==> src/rtl/axis_rr_packet_arbiter_if.sv <==
// AXI-Stream bundle that carries LANES parallel streams of DATA_WIDTH bits.
// Lane i of tdata occupies bits [i*DATA_WIDTH +: DATA_WIDTH]. With LANES=1
// it is an ordinary single AXI-Stream link.
interface axis_rr_packet_arbiter_if #(
    parameter int DATA_WIDTH = 8,
    parameter int LANES      = 1
);
    logic [LANES*DATA_WIDTH-1:0] tdata;
    logic [LANES-1:0]            tvalid;
    logic [LANES-1:0]            tlast;
    logic [LANES-1:0]            tready;

    modport master (output tdata, output tvalid, output tlast, input tready);
    modport slave  (input tdata, input tvalid, input tlast, output tready);
endinterface

==> src/rtl/axis_rr_packet_arbiter.sv <==
// Round-robin AXI-Stream packet arbiter. Several sources share one sink.
// A source keeps the grant from its first beat until its tlast beat, so
// packets are never interleaved. Each new arbitration starts searching at
// the source after the previous winner. After a packet is locked, the data
// path is a pure combinational mux from the granted source.
module axis_rr_packet_arbiter #(
    parameter int DATA_WIDTH = 8,
    parameter int NUM_SRC    = 4,
    parameter int ID_WIDTH   = 2,
    parameter int CNT_WIDTH  = 16
) (
    input  logic                 aclk,
    input  logic                 areset,
    axis_rr_packet_arbiter_if.slave  s,
    axis_rr_packet_arbiter_if.master m,
    output logic [ID_WIDTH-1:0]  m_tid,
    output logic                 busy,
    output logic [CNT_WIDTH-1:0] pkt_count
);

    localparam int                SUM_W     = ID_WIDTH + 1;
    localparam logic [SUM_W-1:0]  NUM_SRC_W = SUM_W'(NUM_SRC);
    localparam logic [ID_WIDTH-1:0] LAST_ID = ID_WIDTH'(NUM_SRC - 1);

    typedef enum logic {
        IDLE,
        PASS
    } state_t;

    state_t                 state;
    state_t                 state_nxt;
    logic [ID_WIDTH-1:0]    grant;
    logic [ID_WIDTH-1:0]    grant_nxt;
    logic [ID_WIDTH-1:0]    rr_ptr;
    logic [ID_WIDTH-1:0]    rr_ptr_nxt;
    logic [CNT_WIDTH-1:0]   count_nxt;
    logic [SUM_W-1:0]       sum;
    logic [ID_WIDTH-1:0]    cand;
    logic                   found;

    // Register the lock state, the current grant, the fairness pointer and the packet counter
    always_ff @(posedge aclk or posedge areset) begin
        if (areset) begin
            state     <= IDLE;
            grant     <= '0;
            rr_ptr    <= '0;
            pkt_count <= '0;
        end else begin
            state     <= state_nxt;
            grant     <= grant_nxt;
            rr_ptr    <= rr_ptr_nxt;
            pkt_count <= count_nxt;
        end
    end

    // Pick the next owner in IDLE; while locked, forward the owner and release on its tlast beat
    always_comb begin
        state_nxt  = state;
        grant_nxt  = grant;
        rr_ptr_nxt = rr_ptr;
        count_nxt  = pkt_count;
        s.tready   = '0;
        m.tdata    = '0;
        m.tvalid   = 1'b0;
        m.tlast    = 1'b0;
        found      = 1'b0;
        sum        = '0;
        cand       = '0;

        case (state)
            IDLE: begin
                for (int k = 0; k < NUM_SRC; k++) begin
                    sum = {1'b0, rr_ptr} + SUM_W'(k);
                    if (sum >= NUM_SRC_W) begin
                        sum = sum - NUM_SRC_W;
                    end
                    cand = sum[ID_WIDTH-1:0];
                    if (!found && s.tvalid[cand]) begin
                        found     = 1'b1;
                        grant_nxt = cand;
                        state_nxt = PASS;
                    end
                end
            end

            PASS: begin
                m.tdata         = s.tdata[grant*DATA_WIDTH +: DATA_WIDTH];
                m.tvalid        = s.tvalid[grant];
                m.tlast         = s.tlast[grant];
                s.tready[grant] = m.tready[0];
                if (s.tvalid[grant] && m.tready[0] && s.tlast[grant]) begin
                    state_nxt  = IDLE;
                    rr_ptr_nxt = (grant == LAST_ID) ? '0 : grant + ID_WIDTH'(1);
                    count_nxt  = pkt_count + CNT_WIDTH'(1);
                end
            end

            default: begin
                state_nxt = IDLE;
            end
        endcase
    end

    assign m_tid = grant;
    assign busy  = (state == PASS);

endmodule

==> src/flat_wrapper.sv <==
// flat-port wrapper written by rule: the top's interface ports become plain ports
module axis_rr_packet_arbiter_flat 
#(
    parameter int DATA_WIDTH = 8,
    parameter int NUM_SRC    = 4,
    parameter int ID_WIDTH   = 2,
    parameter int CNT_WIDTH  = 16
)
  (aclk, areset, m_tid, busy, pkt_count, s_tdata, s_tvalid, s_tlast, s_tready, m_tdata, m_tvalid, m_tlast, m_tready);
  axis_rr_packet_arbiter_if #(.DATA_WIDTH(DATA_WIDTH), .LANES((4))) s_i ();
  axis_rr_packet_arbiter_if #(.DATA_WIDTH(DATA_WIDTH), .LANES(1)) m_i ();
  input  logic aclk;
  input  logic areset;
  output logic [ID_WIDTH-1:0] m_tid;
  output logic busy;
  output logic [CNT_WIDTH-1:0] pkt_count;
  input wire logic [$bits(s_i.tdata)-1:0] s_tdata;
  input wire logic [$bits(s_i.tvalid)-1:0] s_tvalid;
  input wire logic [$bits(s_i.tlast)-1:0] s_tlast;
  output wire logic [$bits(s_i.tready)-1:0] s_tready;
  output wire logic [$bits(m_i.tdata)-1:0] m_tdata;
  output wire logic [$bits(m_i.tvalid)-1:0] m_tvalid;
  output wire logic [$bits(m_i.tlast)-1:0] m_tlast;
  input wire logic [$bits(m_i.tready)-1:0] m_tready;
  assign s_i.tdata = s_tdata;
  assign s_i.tvalid = s_tvalid;
  assign s_i.tlast = s_tlast;
  assign s_tready = s_i.tready;
  assign m_tdata = m_i.tdata;
  assign m_tvalid = m_i.tvalid;
  assign m_tlast = m_i.tlast;
  assign m_i.tready = m_tready;
  axis_rr_packet_arbiter #(.DATA_WIDTH(DATA_WIDTH), .NUM_SRC(NUM_SRC), .ID_WIDTH(ID_WIDTH), .CNT_WIDTH(CNT_WIDTH)) u_core (.aclk(aclk), .areset(areset), .s(s_i), .m(m_i), .m_tid(m_tid), .busy(busy), .pkt_count(pkt_count));
endmodule
==> config.mk <==
export PLATFORM = sky130hd
export DESIGN_NAME = axis_rr_packet_arbiter_flat
export DESIGN_NICKNAME = d
export VERILOG_FILES = /design/src/rtl/axis_rr_packet_arbiter_if.sv /design/src/rtl/axis_rr_packet_arbiter.sv /design/src/flat_wrapper.sv
export SDC_FILE = /design/constraint.sdc
export NUM_CORES = 1
export LEC_CHECK = 0
export BUFFER_PORTS_ARGS = -buffer_cell sky130_fd_sc_hd__clkbuf_2
export CAP_MARGIN = 15
export CORE_MARGIN = 1.5
export CORE_UTILIZATION = 45
export CTS_CLUSTER_SIZE = 40
export DETAILED_ROUTE_END_ITERATION = 16
export PLACE_DENSITY_LB_ADDON = 0.05
export SETUP_SLACK_MARGIN = 0.2
export SYNTH_ARGS = -nofsm -noshare
export SYNTH_HDL_FRONTEND = slang
export SYNTH_SLANG_ARGS = --single-unit
export TNS_END_PERCENT = 1
==> constraint.sdc <==
create_clock -name aclk -period 2.6 [get_ports aclk]
set_input_delay 0.65 -clock aclk [delete_from_list [all_inputs] [get_ports aclk]]
set_output_delay 0.65 -clock aclk [all_outputs]
set_load 0.02 [all_outputs]
### Word level (Yosys, flattened, before mapping)

Cells that the tools add are included.

| word-level totals | value |
|---|---|
| bits in registers | 21 |
| bits of input ports | 43 |
| output and inout bits | 33 |
| logic and storage cells | 81 |

| operators by class | value |
|---|---|
| add/subtract/negate cells | 9 |
| $lt $le $gt $ge | 10 |
| equality and inequality tests | 1 |
| shift-type cells | 1 |
| muxes and demuxes | 42 |
| bitwise logic cells | 2 |
| reductions and logical operators | 12 |

Operator list:

| operator | count |
|---|---|
| indexed part select 32 x 6 -> 8 bit | 1 |
| two-way mux 2 bit | 13 |
| two-way mux 1 bit | 19 |
| adder 16 x 1 -> 16 bit, second input constant | 1 |
| < comparator 2 x 3 -> 1 bit, second input constant | 5 |
| binary-select mux 1 bit (select 2 bit) | 6 |
| greater-or-equal comparator 3 bit, second input constant | 3 |
| two-way mux 8 bit | 1 |
| subtractor 2 x 1 -> 2 bit, second input constant | 4 |
| adder 2 x 2 -> 3 bit, second input constant | 2 |
| logical AND 1 bit | 6 |
| AND 4 bit | 1 |
| two-way mux 4 bit | 1 |
| AND reduction 2 bit | 2 |
| nonzero test 4 bit | 1 |
| adder 2 x 1 -> 3 bit, second input constant | 1 |
| greater-or-equal comparator 2 x 3 -> 1 bit, second input constant | 1 |
| zero test 1 bit | 3 |
| adder 2 x 1 -> 2 bit, second input constant | 1 |
| demux 1 bit (select 2 bit) | 1 |
| equality test 2 bit, second input constant | 1 |
| greater-or-equal comparator 2 x 1 -> 1 bit, second input constant | 1 |
| case mux 1 bit (2 select lines) | 1 |
| inverter 1 bit | 1 |

### Longest topological paths before layout

| depth | value |
|---|---|
| depth after elaboration | 19 |
| gate-level depth with buffers | 6 |
| mapped depth without buffers | 4 |

### Least setup slack after synthesis

OpenSTA, ideal clock, no wires.

| timing | value |
|---|---|
| kind | register to output |
| start | reg u_core.grant[0] (netlist: u_core.m_tid[0]) |
| end | out m_tdata[0] |
| arrival | 1610 ps |
| required time | 1950 ps |
| slack | 340 ps |
| stages on the path, launching flop included | 4 |
| path buffers | 1 |
| cells stage by stage | dfrtp_1 buf_2 mux4_2 and2_1 |

| between the ends | value |
|---|---|
| word-level cells in the longest chain between the ends | 2 |

RTL lines:

| element | RTL line | RTL |
|---|---|---|
| start, declared | axis_rr_packet_arbiter.sv:32 | `logic [ID_WIDTH-1:0] grant;` |
| start signal, assigned | axis_rr_packet_arbiter.sv:50 | `grant <= grant_nxt;` |
| indexed part select 32 x 6 -> 8 bit | axis_rr_packet_arbiter.sv:87 | `m.tdata = s.tdata[grant*DATA_WIDTH +: DATA_WIDTH];` |
| two-way mux 8 bit | axis_rr_packet_arbiter.sv:70 | `case (state)` |
| end, declared | flat_wrapper.sv:21 | `output wire logic [$bits(m_i.tdata)-1:0] m_tdata;` |

No other way between the ends.

### Worst setup path in the final report

| timing | value |
|---|---|
| start | reg u_core.grant[0] (netlist: u_core.m_tid[0]) |
| end | out m_tvalid |

| between the ends | value |
|---|---|
| word-level cells in the longest chain between the ends | 3 |

RTL lines:

| element | RTL line | RTL |
|---|---|---|
| binary-select mux 1 bit (select 2 bit) | axis_rr_packet_arbiter.sv:88 | `m.tvalid = s.tvalid[grant];` |
| two-way mux 1 bit (implied by the code) | axis_rr_packet_arbiter.sv:88 |  |
| two-way mux 1 bit | axis_rr_packet_arbiter.sv:70 |  |
| end, declared | flat_wrapper.sv:22 | `output wire logic [$bits(m_i.tvalid)-1:0] m_tvalid;` |

No other way between the ends. The select of a mux whose other input is x is not followed.

==> metrics <==
placed cells=246; cts bufs inserted=3; Synth top area share=0.372; Critical Path Sink Type=output port; Post-synth top flop=dfrtp_1; Mapped Area=0.00141 sq mm; final period utilization=0.904; Net Count, Synth=179; Clock Tree Root=clkbuf_4; Final HPWL DP=2530 microns; core area=0.00303 sq mm; Pleak=0.987 nW; Hold Violations, Final=0; status=finished, final reports clean; critical path class=reg -> out; Initial Util=0.467; antenna violations before repair=0; die width=59.1 microns; Synth Register Bits=21; Startpoint Class=flop; Yosys cell types=30; maxcap violations=0; die span in y=59.1 microns; Ant. Diodes=0; Via density=5.16; CTS sink count=21; P&R area growth vs syn=31.7%; drt drc=0; top cells by count, synth=dfrtp_1, xor2_1, and2_1, mux4_2, inv_1; Clock Latency Late Sink=290 ps; Longest Clk Path Bufs=2; postcts setup bufs=0; setup_tns=0 ps; drt wl/cell=13.0 microns; First-pass DRT Iterations=4; Total GRT Usage=0.193; dpl ws=374 ps; minimum clock period=2350 ps; worst-path maximum fanout=15; num rows=20; Power Dens Cells=869 mW/mm^2; Peak Freq=0.426 GHz; Post-synth EDFFs=0; largest net degree at the start of global routing=22; final net count=255; Ys Warns=0; worst hold path type=in -> async; critical path required time=1950 ps; share of layout cells above drive strength 1=0.466; CTS clk-pin slew, worst paths=110 ps; cells after synthesis=131; overflow left after global routing=0; transition time of the tightest slew-check pin=763 ps; die area=0.00349 sq mm; vias in the first global route=1193; CTS H-Tree Depth=1; FILL cells=269; worst relative slew slack=0.491; # setup viols final=0; worst setup margin=251 ps; leading area contributor after synthesis=dfrtp_1; fin. max-slew vios=0; unrepaired setup endpoints after global routing=true; wire length of the first global-routing pass=5180 microns; 1st-iter DRT viols=54; IO Count=76; mean post-synth cell area=10.8 sq um; ANT nets after route=0; Max VDD drop=0.000346 V; Layout Cells excl Fill=250; Final Skew=4.76 ps; count leader, synth=dfrtp_1; share of the yosys chip area belonging to registers=0.372; top post-synthesis cells by area=dfrtp_1, mux4_2, xor2_1; DR vias=1289; Post-Route WL=3240 microns; Worst Path Arrival=1700 ps; Post-synth ARST share=1.00; CTS tree=done; number of buffers added on ports=75; gpl congestion=0.735
cell families after synthesis:
kind of cell	share of synthesized area
simple gates	0.219
flops	0.372
xor+xnor	0.0929
buf+inv	0.0425
mux	0.182
compound gates	0.0478
fa+ha+maj	0.0442
layer usage:
metal / global-route usage / part of all wire / routed length (microns) / vias to the layer above
met2: 0.357 / 0.52 / 1700 / 55
met1: 0.230 / 0.40 / 1280 / 610
met4: 0.0714 / 0.011 / 37 / 0
li1: - / - / - / 620
met3: 0.0218 / 0.069 / 224 / 4
met5: 0 / 0 / 0 / -
layout make-up:
cell class	count	area, sq um	area share
inverter	8	30.0	0.0161
sequential	21	527	0.283
timing repair buffer	77	394	0.212
clock buffer	3	22.5	0.0121
tap	44	55.1	0.0296
multi-input combinational	96	828	0.445
clock inverter	1	5.00	0.00269
critical path: stages (launching register included):
cell      delay, ps
dfrtp_1         360
buf_6           200
mux4_2          530
and2_1          170
clkbuf_2        150
where the power goes:
group	leakage (nW)	switching, mW	internal (mW)
Sequential	0.269	0.129	0.395
Clock	0.0177	0.0917	0.0571
Combinational	0.701	0.520	0.424
sequential cells by signal, indices dropped and copies added (netlist names):
register / flops
u_core.busy: 1
u_core.m_tid: 2
u_core.pkt_count: 16
u_core.rr_ptr: 2
timing repair:
item	4_1_cts	5_1_grt
setup endpoints to repair	4	12
gates resized for setup	1	1
hold buffers	0	0
worst paths after layout:
kind / start / endpoint / cells past startpoint / slack, ps
setup / recovery: u_core.m_tid[0] / m_tvalid / 4 / 250
hold / removal: areset / u_core.pkt_count[3] / 2 / 450
setup reg to reg: u_core.m_tid[0] / u_core.pkt_count[1] / 5 / 680
hold reg to reg: u_core.pkt_count[15] / u_core.pkt_count[15] / 1 / 480
max in group asynchronous: areset / u_core.m_tid[1] / 2 / 1620
min in group aclk: u_core.pkt_count[15] / u_core.pkt_count[15] / 1 / 480
through the flow:
stage                     power [mW]  instance area (sq um)  hold WS [ps]  utilization
final                           1.62                   1860           452        0.615
after global routing            1.76                   1860           499        0.615
after CTS                       1.63                   1860           476        0.614
after detailed placement        1.47                   1830           469        0.604
after global placement          1.46                   1830           460        0.604
after floorplan                 1.19                   1410           493            -
placed cells by master (no fill, tap or decap), types with 2 or more instances in the layout:
master    Yosys  final
a21oi_1       3      3
and2_1       10     10
and3_1        4      4
and4_1        2      2
clkbuf_2      0     75
clkbuf_4      1      3
dfrtp_1      21     20
ha_1          5      5
inv_1         8      8
mux2_1        2      2
mux4_2       10     10
nand2_1       7      7
nand3_1       7      7
nand4_1       2      2
nor2_1        7      7
nor2b_1       2      2
nor3_1        7      7
nor4_2        4      4
o221ai_1      2      2
xnor2_1       2      2
xor2_1       13     13
No activity file was read; power rests on OpenSTA's default activity.
